**src/rtl/mmu_arb_pkg.sv**
```systemverilog
// Shared types for the MMU request arbiter: FSM state encoding and timeout defaults.
package mmu_arb_pkg;

    typedef enum logic [1:0] {
        IDLE  = 2'd0,
        ISSUE = 2'd1,
        WAIT  = 2'd2,
        RESP  = 2'd3
    } arb_state_e;

    localparam int DEFAULT_TIMEOUT_CYCLES = 255;
    localparam int WAIT_CNT_W             = 16;

endpackage

```
**src/rtl/mmu_rr_pick.sv**
```systemverilog
// Combinational round-robin picker: first set req_valid bit at or above rr_ptr, wrapping.
module mmu_rr_pick #(
    parameter int NUM_REQ  = 4,
    parameter int ID_WIDTH = $clog2(NUM_REQ)
) (
    input  logic [NUM_REQ-1:0]  req_valid,
    input  logic [ID_WIDTH-1:0] rr_ptr,
    output logic [NUM_REQ-1:0]  grant,
    output logic [ID_WIDTH-1:0] grant_idx,
    output logic                any_valid
);

    logic [ID_WIDTH-1:0] sel;

    // Walk offsets from farthest to nearest so the closest requester to rr_ptr wins last.
    always_comb begin
        grant     = '0;
        grant_idx = '0;
        sel       = '0;
        any_valid = |req_valid;
        for (int off = NUM_REQ - 1; off >= 0; off--) begin
            sel = ID_WIDTH'((int'(rr_ptr) + off) % NUM_REQ);
            if (req_valid[sel]) begin
                grant      = '0;
                grant[sel] = 1'b1;
                grant_idx  = sel;
            end
        end
    end

endmodule

```
**src/rtl/mmu_req_arbiter.sv**
```systemverilog
// Round-robin share of one MMU translation port, one translation in flight.
// Optional WAIT watchdog built when MMU_ARB_TIMEOUT_EN is defined.
module mmu_req_arbiter
    import mmu_arb_pkg::*;
#(
    parameter int NUM_REQ        = 4,
    parameter int ADDR_WIDTH     = 40,
    parameter int ID_WIDTH       = $clog2(NUM_REQ),
    parameter int TIMEOUT_CYCLES = DEFAULT_TIMEOUT_CYCLES
) (
    input  logic                          clk,
    input  logic                          rst,
    input  logic [NUM_REQ-1:0]            req_valid,
    input  logic [NUM_REQ*ADDR_WIDTH-1:0] req_vaddr,
    output logic [NUM_REQ-1:0]            req_accept,
    output logic [NUM_REQ-1:0]            resp_valid,
    output logic                          resp_hit,
    output logic [ADDR_WIDTH-1:0]         resp_paddr,
    output logic                          resp_err,
    output logic                          mmu_translate_req,
    output logic [ADDR_WIDTH-1:0]         mmu_vaddr,
    input  logic                          mmu_translate_ready,
    input  logic                          mmu_hit,
    input  logic [ADDR_WIDTH-1:0]         mmu_paddr,
    output logic                          busy
);

    arb_state_e state, state_d;

    logic [NUM_REQ-1:0][ADDR_WIDTH-1:0] vaddr_arr;
    logic [ID_WIDTH-1:0]   rr_ptr, gnt_idx, pick_idx;
    logic [NUM_REQ-1:0]    pick_grant;
    logic                  pick_any;
    logic [ADDR_WIDTH-1:0] vaddr_q, paddr_q;
    logic                  hit_q;
    logic                  capture, timeout;

    assign vaddr_arr = req_vaddr;

    mmu_rr_pick #(
        .NUM_REQ  (NUM_REQ),
        .ID_WIDTH (ID_WIDTH)
    ) u_pick (
        .req_valid (req_valid),
        .rr_ptr    (rr_ptr),
        .grant     (pick_grant),
        .grant_idx (pick_idx),
        .any_valid (pick_any)
    );

    // Ready counts only while a translation is outstanding; IDLE/RESP pulses are ignored.
    assign capture = ((state == ISSUE) || (state == WAIT)) && mmu_translate_ready;

`ifdef MMU_ARB_TIMEOUT_EN
    logic [WAIT_CNT_W-1:0] wait_cnt;
    logic                  err_q;

    // A ready landing on the timeout cycle takes priority over the abort.
    assign timeout  = (state == WAIT) && !mmu_translate_ready &&
                      (int'(wait_cnt) + 1 >= TIMEOUT_CYCLES);
    assign resp_err = (state == RESP) && err_q;

    always_ff @(posedge clk or posedge rst) begin
        if (rst) begin
            wait_cnt <= '0;
            err_q    <= 1'b0;
        end else begin
            wait_cnt <= (state == WAIT) ? wait_cnt + WAIT_CNT_W'(1) : '0;
            if (capture)      err_q <= 1'b0;
            else if (timeout) err_q <= 1'b1;
        end
    end
`else
    logic unused_timeout_cfg;

    assign unused_timeout_cfg = ^TIMEOUT_CYCLES;
    assign timeout            = 1'b0;
    assign resp_err           = 1'b0;
`endif

    always_comb begin
        state_d = state;
        case (state)
            IDLE:    if (pick_any) state_d = ISSUE;
            ISSUE:   state_d = mmu_translate_ready ? RESP : WAIT;
            WAIT:    if (mmu_translate_ready || timeout) state_d = RESP;
            RESP:    state_d = IDLE;
            default: state_d = IDLE;
        endcase
    end

    always_ff @(posedge clk or posedge rst) begin
        if (rst) state <= IDLE;
        else     state <= state_d;
    end

    always_ff @(posedge clk or posedge rst) begin
        if (rst) begin
            rr_ptr  <= '0;
            gnt_idx <= '0;
            vaddr_q <= '0;
            hit_q   <= 1'b0;
            paddr_q <= '0;
        end else begin
            if (state == IDLE && pick_any) begin
                gnt_idx <= pick_idx;
                vaddr_q <= vaddr_arr[pick_idx];
                rr_ptr  <= (pick_idx == ID_WIDTH'(NUM_REQ - 1)) ? '0 : pick_idx + ID_WIDTH'(1);
            end
            if (capture) begin
                hit_q   <= mmu_hit;
                paddr_q <= mmu_paddr;
            end else if (timeout) begin
                hit_q   <= 1'b0;
                paddr_q <= '0;
            end
        end
    end

    assign req_accept        = (state == IDLE && !rst) ? pick_grant : '0;
    assign mmu_translate_req = (state == ISSUE);
    assign mmu_vaddr         = vaddr_q;
    assign resp_valid        = (state == RESP) ? (NUM_REQ'(1) << gnt_idx) : '0;
    assign resp_hit          = (state == RESP) && hit_q;
    assign resp_paddr        = (state == RESP) ? paddr_q : '0;
    assign busy              = (state != IDLE);

endmodule
```
**config.mk**
```make
export PLATFORM = sky130hd
export DESIGN_NAME = mmu_req_arbiter
export DESIGN_NICKNAME = d
export VERILOG_FILES = /design/src/rtl/mmu_arb_pkg.sv /design/src/rtl/mmu_rr_pick.sv /design/src/rtl/mmu_req_arbiter.sv
export SDC_FILE = /design/constraint.sdc
export NUM_CORES = 1
export LEC_CHECK = 0
export CAP_MARGIN = 10
export CORE_AREA = 5 5 118 120
export DETAILED_ROUTE_END_ITERATION = 8
export DIE_AREA = 0 0 123 125
export PLACE_DENSITY = 0.93
export REMOVE_ABC_BUFFERS = 1
export SETUP_SLACK_MARGIN = 0.4
export SKIP_LAST_GASP = 1
export SLEW_MARGIN = 10
export SYNTH_ARGS = -nofsm -noshare
export SYNTH_HDL_FRONTEND = slang
export SYNTH_HIERARCHICAL = 1
export SYNTH_SLANG_ARGS = --single-unit
```
**constraint.sdc**
```tcl
create_clock -name clk -period 4.85 [get_ports clk]
set_input_delay 0.7275 -clock clk [delete_from_list [all_inputs] [get_ports clk]]
set_output_delay 0.7275 -clock clk [all_outputs]
set_load 0.03 [all_outputs]
```
==> impl_results.md <==
- Relative slew slack: ~30%
- WS Path Type: register to output port
- Clock-pin slew on the worst setup and hold paths: approximately 0.07 ns
- Syn Inst Count: about 470
- Final Critical Period: 4.02 ns
- DR vias: slightly below 5000
- Cell variety after synth: 36
- Critical Path Sink Type: output port
- Vias per Instance: between 5 and 6
- Worst-margin pin slew: between 1 and 1.5 ns
- TritonCTS clock tree: yes
- Synth top area cells: dfrtp_1, mux2i_1, mux2_2, o221ai_1, and2_1
- R2r worst-path depth: 8
- Yosys Warn Count: 6
- Final hold violations: 0
- Crit path arrival time: between 3 and 4 ns
- Flops & latches, synth: 87
- Worst Setup Start Kind: register
- Post-synth top area cell: dfrtp_1
- Initial antenna violation count: 2
- Initial Util: between 40% and 50%
- Final Cycle Share: roughly 83%
- Die height: around 130 um
- Row cnt: 42
- Slew Limit Fails: 0
- HP Class: register to register
- Root Driver: clkbuf_16
- Final setup violation count: 0
- Placer Congestion: 0.881
- CP required: 4.12 ns
- Pleak: ~3.6 nW
- Post-CTS setup buffers: 0
- Cts repair resizes: 0
- Core area: about 13000 um^2
- Max frequency: around 250 MHz
- Clock Latency Late Sink: 0.34 ns
- CTS H-tree depth: 3
- Worst R2R Setup Slack: between 1 and 1.5 ns
- Multi-input logic area: between 2000 and 3000 um^2
- Peak VDD IR: between 0.3 and 0.4 mV
- Total GRT Usage: 22.8%
- Post-synth top area share: 41.9%
- WL/cell: 19.5 um
- Number of CTS-inserted buffers: 9
- Synthesized cell area: ~5200 um^2
- Maximum buffer depth of the clock tree: 2
- DRT iter0 DRCs: 225
- Pre-CTS WS: around 0.66 ns
- Largest net degree at the start of global routing: slightly below 70
- Worst Skew: 0.00733 ns
- Power density cells: 647 nW/um^2
- DRT Wirelength: around 18000 um
- First-pass GRT wire length: around 28000 um
- Grt ovf: 0
- Max-Cap Viols: 0
- Pre-Repair DR Iteration Count: 5
- I/O Buffers: 298
- Die footprint: roughly 15000 um^2
- Post-CTS Hold Buffers: 0
- Mean Syn Cell Area: between 10 and 15 um^2
- NumNets Final: between 900 and 1000
- DRC viols: 0
- Area taken by flip-flops and latches: ~2200 um^2
- Sink Count: just under 90
- # IOs: 300
- Final ANT Viol Nets: 0
- DP HPWL: about 14000 um
- Fill count: around 960
- Critical Path Fanout Max: 20
- Die W: 123 um
- Layout area overhead: 65.3%
- Antenna cells: 0
- WHS: between 0.4 and 0.5 ns
- Number of global-route vias before repair: approximately 5200
- Unrepaired setup endpoints after global routing: false
- Run status: finished, final reports clean
- Worst hold stages: 2
- Post-synthesis sequential area ratio: about two fifths
- Layout cells sized above 1: 11.9%
- PnR worst setup slack: ~0.83 ns
==> registers in the layout, indices dropped and copies added, names as in the netlist <==
| register | count |
|---|---|
| gnt_idx | 2 |
| hit_q | 1 |
| mmu_vaddr | 40 |
| paddr_q | 40 |
| rr_ptr | 2 |
| state | 2 |
==> final timing paths <==
check | end | from
max | req_accept[3] | rr_ptr[0]
min | mmu_vaddr[4] | mmu_vaddr[4]
max reg2reg | mmu_vaddr[1] | rr_ptr[0]
min reg2reg | mmu_vaddr[4] | mmu_vaddr[4]
max in group asynchronous | rr_ptr[0] | rst
min in group asynchronous | paddr_q[38] | rst
==> layout make-up <==
class                      count  area share, %
tap                          176           2.56
sequential                    87           25.4
multi-input combinational    334           32.6
timing repair buffer         303           35.3
inverter                      10          0.452
clock buffer                   9           2.62
clock inverter                 6           1.08
==> metal layers <==
layer | up-vias | track usage [%] | part of all wire [%]
met4 | 4 | 7.04 | 2.2
li1 | 2248 | - | -
met1 | 2343 | 26.9 | 38
met2 | 250 | 40.3 | 51
met3 | 36 | 6.10 | 8.7
met5 | - | 0 | 0.11
==> kinds of logic (layout without fill, tap and decap cells) <==
family                     Yosys count  count (layout)  synth area share [%]
adders and majority gates           14              14                  3.37
AOI/OAI and AO/OA                   61              61                  10.7
DFF                                 87              87                  41.9
muxes                              131             131                  27.1
buffers and inverters               44             328                  4.48
other                                1               1                0.0722
and+or+nand+nor                    127             127                  12.3
==> cells in the mapped netlist <==
| cell | instances |
|---|---|
| dfrtp_1 | 87 |
| mux2i_1 | 81 |
| nand2_1 | 49 |
| mux2_2 | 47 |
| and2_1 | 41 |
| o221ai_1 | 31 |
| nor2_1 | 16 |
| buf_2 | 15 |
| ha_1 | 14 |
| clkbuf_1 | 12 |
| inv_1 | 10 |
| o221ai_2 | 10 |
| a21oi_1 | 6 |
| buf_6 | 6 |
| and3_1 | 5 |
| nand3_1 | 5 |
| a221oi_1 | 4 |
| mux4_2 | 3 |
| o21ai_0 | 3 |
| nand2b_1 | 2 |
| nor3b_1 | 2 |
| o31ai_1 | 2 |
| a211oi_1 | 1 |
| a221o_1 | 1 |
| a311oi_1 | 1 |
| a31o_2 | 1 |
| and2b_1 | 1 |
| and3b_1 | 1 |
| buf_4 | 1 |
| conb_1 | 1 |
| nand2_2 | 1 |
| nor2b_1 | 1 |
| nor2b_4 | 1 |
| o22ai_1 | 1 |
| or2_1 | 1 |
| or2b_1 | 1 |
==> placed cells by master, fill, tap and decap left out, drive strengths merged, types with 2 or more instances in the layout <==
cell,n
inv,11
nor2,16
nand2b,2
nand3,5
bufinv,2
mux2i,81
clkdlybuf4s50,298
o31ai,2
o21ai,3
dfrtp,87
and2,41
nand2,50
mux2,47
buf,5
o221ai,41
ha,14
nor3b,2
nor2b,2
clkinvlp,2
a221oi,4
mux4,3
a21oi,6
and3,5
clkbuf,9
==> power breakdown <==
| group | internal (mW) | switching (mW) |
|---|---|---|
| registers | 1.11 | 0.233 |
| clock network | 0.452 | 0.290 |
| logic | 1.59 | 1.89 |
| total | 3.14 | 2.41 |
==> metrics by stage <==
stage          std cells  cell area (um^2)  utilization, %  total power [mW]  setup TNS [ns]
6_report             925              8590            66.7              5.55               0
5_1_grt              925              8590            66.7              5.89               0
4_1_cts              925              8580            66.7              5.59               0
3_5_place_dp         910              8270            64.2              4.83               0
3_3_place_gp         910              8270            64.2              4.69               0
2_1_floorplan        431              5000               -              3.54         -262.67
==> critical path: stages, from the launching register on <==
cell,delay (ns)
dfrtp_2,0.58
inv_1,0.19
ha_1,0.47
mux4_2,0.44
a221oi_1,0.39
a21oi_1,0.10
and3_1,0.19
clkdlybuf4s50_1,0.59
Power figures use the tool's default switching activity.
==> variant 1: new RTL, config.mk and constraints unchanged <==
Encoding of `arb_state_e`: now one-hot (4 bits for 4 states).
--- a/src/rtl/mmu_arb_pkg.sv
+++ b/src/rtl/mmu_arb_pkg.sv
@@ -3,7 +3,7 @@
 
-    typedef enum logic [1:0] {
-        IDLE  = 2'd0,
-        ISSUE = 2'd1,
-        WAIT  = 2'd2,
-        RESP  = 2'd3
+    typedef enum logic [3:0] {
+        IDLE  = 4'b0001,
+        ISSUE = 4'b0010,
+        WAIT  = 4'b0100,
+        RESP  = 4'b1000
     } arb_state_e;
Function: no difference found for any inputs over 4 cycles, from zero or initial values and one cycle with rst high; so few cycles prove little.
==> variant 1 against the original RTL <==
Total power decreased by 3.6%; area after synthesis rose by 1.6%; sequential cell count rose by 2; design area rose by 1.1%; count of clock-buffer cells in the layout is 1 higher; clock power decreased by 9.8%; sequential power up 4%; sequential share of layout area increased by 0.32 points; global-route usage rose by 0.84 points; critical endpoint is now req_accept[2]; worst setup slack got worse by 0.010 ns; wire length fell by 0.95%; register-to-register slack improved by 0.31 ns; critical path type unchanged.
==> variant 1: results (changes against the original RTL) <==
The maximum vdd ir drop came to 367.9 uV (was 393.4 uV). The number of iterations in the first detailed-routing pass was 5 (unchanged). The remaining number of nets flagged by the antenna check after routing is 0 (unchanged). The detail-routed via count per cell came to 5.175 (was 5.277). The wire length per cell after detailed routing is 21.20 um (was 19.53 um). The count of warnings emitted by yosys came out at 6 (unchanged). The first-pass GRT wire length is 27540 um (was 27740 um).

The kind of cell adding the most delay to the critical path is buffers and inverters (unchanged). The share of cells above drive strength 1 came out at 22.60% (was 11.88%). The average cell area after synthesis came out at 14.04 sq um (was 11.17 sq um).

The cell at the slowest stage of the critical path is clkdlybuf4s50_1 (unchanged). The number of different library cells in the post-synthesis netlist was 39 (was 36). The count of non-filler cells in the finished layout came out at 844 (was 925).

The number of buffers inserted during clock tree synthesis is 9 (unchanged). The level count of the clock H-tree is 3 (unchanged). The number of fillers in the final layout came out at 906 (was 959). The maximum fanout along the worst path was 20 (unchanged). Most area-consuming cells after synthesis: dfrtp_1, mux4_2, mux2_2, mux2_4, and2_1 (was dfrtp_1, mux2i_1, mux2_2, o221ai_1, and2_1).

The number of antenna violations at the first check in global routing is 4 (was 2). The share of flip-flops with an asynchronous set or reset after synthesis came to 100.0% (unchanged). The source-to-sink clock delay at the later pin of the worst-skew pair came to 0.34 ns (about the same). The start point of the worst min-delay path is paddr_q[15]$_DFFE_PP0P_ (was mmu_vaddr[4]$_DFFE_PP0P_). The HPWL after detailed placement is 14300 um (was 14140 um).

The total global routing track utilization is 23.69% (was 22.85%). The standby leakage power came out at 0.003548 uW (was 0.003566 uW). The last weighted congestion value of the routability-driven placer is 0.9341 (was 0.8814). The register clock-pin slew on the reported worst setup and hold paths was 0.07 ns (about the same). The first element of the critical path is rr_ptr[0]$_DFFE_PP0P_ (unchanged). The number of placed cells counting well taps is 828 (was 910).

The slew at the pin closest to its max-slew limit is 1.088 ns (was 1.059 ns). The clock tree skew after final layout is 0.01021 ns (was 0.007328 ns). The worst min-delay path category is register to register (unchanged). The maximum operating frequency came out at 248.3 MHz (was 249.0 MHz). The number of buffers added on ports came out at 298 (unchanged).

The critical path arrival came to 3.30 ns (was 3.29 ns). The flip-flop cell with the highest count after synthesis is dfrtp_1 (unchanged). The delay of the slowest cell on the worst path came out at 0.67 ns (was 0.59 ns).

The placed instance area is 8398 sq um (was 8267 sq um). The number of antenna cells inserted was 0 (unchanged). Most instantiated cells after synthesis: dfrtp_1, mux2_2, and2_1, mux4_2, mux2_4 (was dfrtp_1, mux2i_1, nand2_1, mux2_2, and2_1).

Status: finished, final reports clean (unchanged). The master cell of the clock root buffer is clkbuf_16 (unchanged). The number of violations reported at the end of detailed-routing iteration 0 was 177 (was 225). The count of nets after finishing is 880 (was 967).

The buffer levels on the longest clock path is 2 (unchanged). The largest net degree at the start of global routing is 90 (was 68). The count of flip-flops with a built-in enable after synthesis came to 0 (unchanged). The number of global-route vias before repair is 4967 (was 5187).

The sequential cell area fraction in the yosys report is 42.21% (was 41.91%).
-- variant 1: cell count changes after synthesis, sizes merged, moves of 5 or more --
cell,change
buf,-5
and2,+5
o221ai,-40
nand2,-44
mux4,+40
mux2i,-80
ha,-5
mux2,+41
-- variant 1: final timing paths --
check	end	slack, ns	cells past startpoint
max	req_accept[2]	0.82	8
min	paddr_q[15]$_DFFE_PP0P_	0.49	1
max reg2reg	mmu_vaddr[3]$_DFFE_PP0P_	1.36	9
min reg2reg	paddr_q[15]$_DFFE_PP0P_	0.49	1
max in group asynchronous	rr_ptr[0]$_DFFE_PP0P_	3.33	2
min in group asynchronous	paddr_q[18]$_DFFE_PP0P_	0.94	2
-- variant 1: layout make-up --
type / count / share of cell area [%]
inverters: 10 / 0.4900
clock buffers: 10 / 2.637
flip-flops and latches: 89 / 25.68
clock inverters: 6 / 0.5909
well taps: 176 / 2.536
repair buffers: 302 / 34.85
multi-input cells: 251 / 33.22
-- variant 1: through the flow --
step | utilization (%) | setup slack (ns)
2_1_floorplan | - | -3.132
3_3_place_gp | 65.23 | 1.089
3_5_place_dp | 65.23 | 0.9564
4_1_cts | 67.41 | 0.5720
5_1_grt | 67.43 | 0.6396
6_report | 67.43 | 0.8229
-- variant 1: cell families (layout without fill, tap and decap cells) --
group	Yosys count	in the layout	share of synthesized area, %
AOI/OAI and AO/OA	19	19	2.465
xor gates and xnor gates	1	1	0.1659
adders and majority gates	9	9	2.133
buffers and inverters	36	328	3.674
DFF	89	89	42.21
muxes	132	132	39.44
other	1	1	0.07104
and+or+nand+nor	89	89	9.836
-- variant 1: report_power, final --
part	leakage, uW	total (uW)	internal (uW)	switching [uW]
registers	0.00106	1400	1140	263
clock network	0.000139	669	356	313
logic	0.00235	3280	1790	1490
total	0.00355	5360	3290	2070
-- variant 1: routing by layer --
metal	track usage [%]	wire length, um	up-vias
li1	-	-	1955
met1	26.03	6089	2170
met2	42.97	9837	191
met3	6.820	1379	44
met4	8.534	546	8
met5	0	38	-
-- variant 1: repair_timing --
item                                    in CTS  in global routing
endpoints found under the setup margin       0                  4
gates resized for setup                      0                  1
setup buffers                                0                  0
==> variant 2: new RTL, same settings <==
Without the edit above. `ADDR_WIDTH`: 40 -> 80.
--- a/src/rtl/mmu_req_arbiter.sv
+++ b/src/rtl/mmu_req_arbiter.sv
@@ -6,3 +6,3 @@
     parameter int NUM_REQ        = 4,
-    parameter int ADDR_WIDTH     = 40,
+    parameter int ADDR_WIDTH     = 80,
     parameter int ID_WIDTH       = $clog2(NUM_REQ),
Interface: changed (resized mmu_paddr, mmu_vaddr, req_vaddr and resp_paddr); port bits go from 300 to 580. The function was not compared with the original's and may differ.
==> variant 2 against the original RTL <==
The run now fails in I/O pin placement (3_2_place_iop); area after synthesis is 78% higher; synthesized cell count is 76% higher.
==> variant 2: results (changes against the original RTL) <==
Status: aborted with a tool error (was finished, final reports clean). It got as far as I/O pin placement (3_2_place_iop) and failed there. The first error in the log reads "[ERROR PPL-0024] Number of IO pins (580) exceeds maximum number of available positions (440). Increase the die perimeter from 496.00um to 788.80um". Most instantiated cells after synthesis: dfrtp_1, mux2i_1, nand2_1, mux2_2, and2_1 (unchanged). The average cell area after synthesis came to 11.32 sq um (was 11.17 sq um). The count of warnings emitted by yosys came out at 6 (unchanged). The number of synthesized register bits is 167 (was 87). The share of flip-flops with an asynchronous set or reset after synthesis is 100.0% (unchanged). The sequential cell area fraction in the yosys report came out at 45.18% (was 41.91%). Most area-consuming cells after synthesis: dfrtp_1, mux2i_1, mux2_2, o221ai_1, and2_1 (unchanged). The gate count of the mapped netlist came out at 817 (was 465).

The count of flip-flops with a built-in enable after synthesis is 0 (unchanged). The number of different library cells in the post-synthesis netlist came out at 34 (was 36).
[variant 2: changes by cell type after synthesis, moves of 40 or more]
cell	before	now
dfrtp_1	87	167
mux2i_1	81	161
o221ai_1	31	80
nand2_1	49	90
and2_1	41	81
mux2_2	47	87
[variant 2: cell families after synthesis]
family	Yosys count	share of synthesized area, %
flops	167	45.18
compound gates	101	9.213
simple gates	208	11.23
fa+ha+maj	14	1.894
buf+inv	75	3.693
other cells	1	0.04055
mux	251	28.75
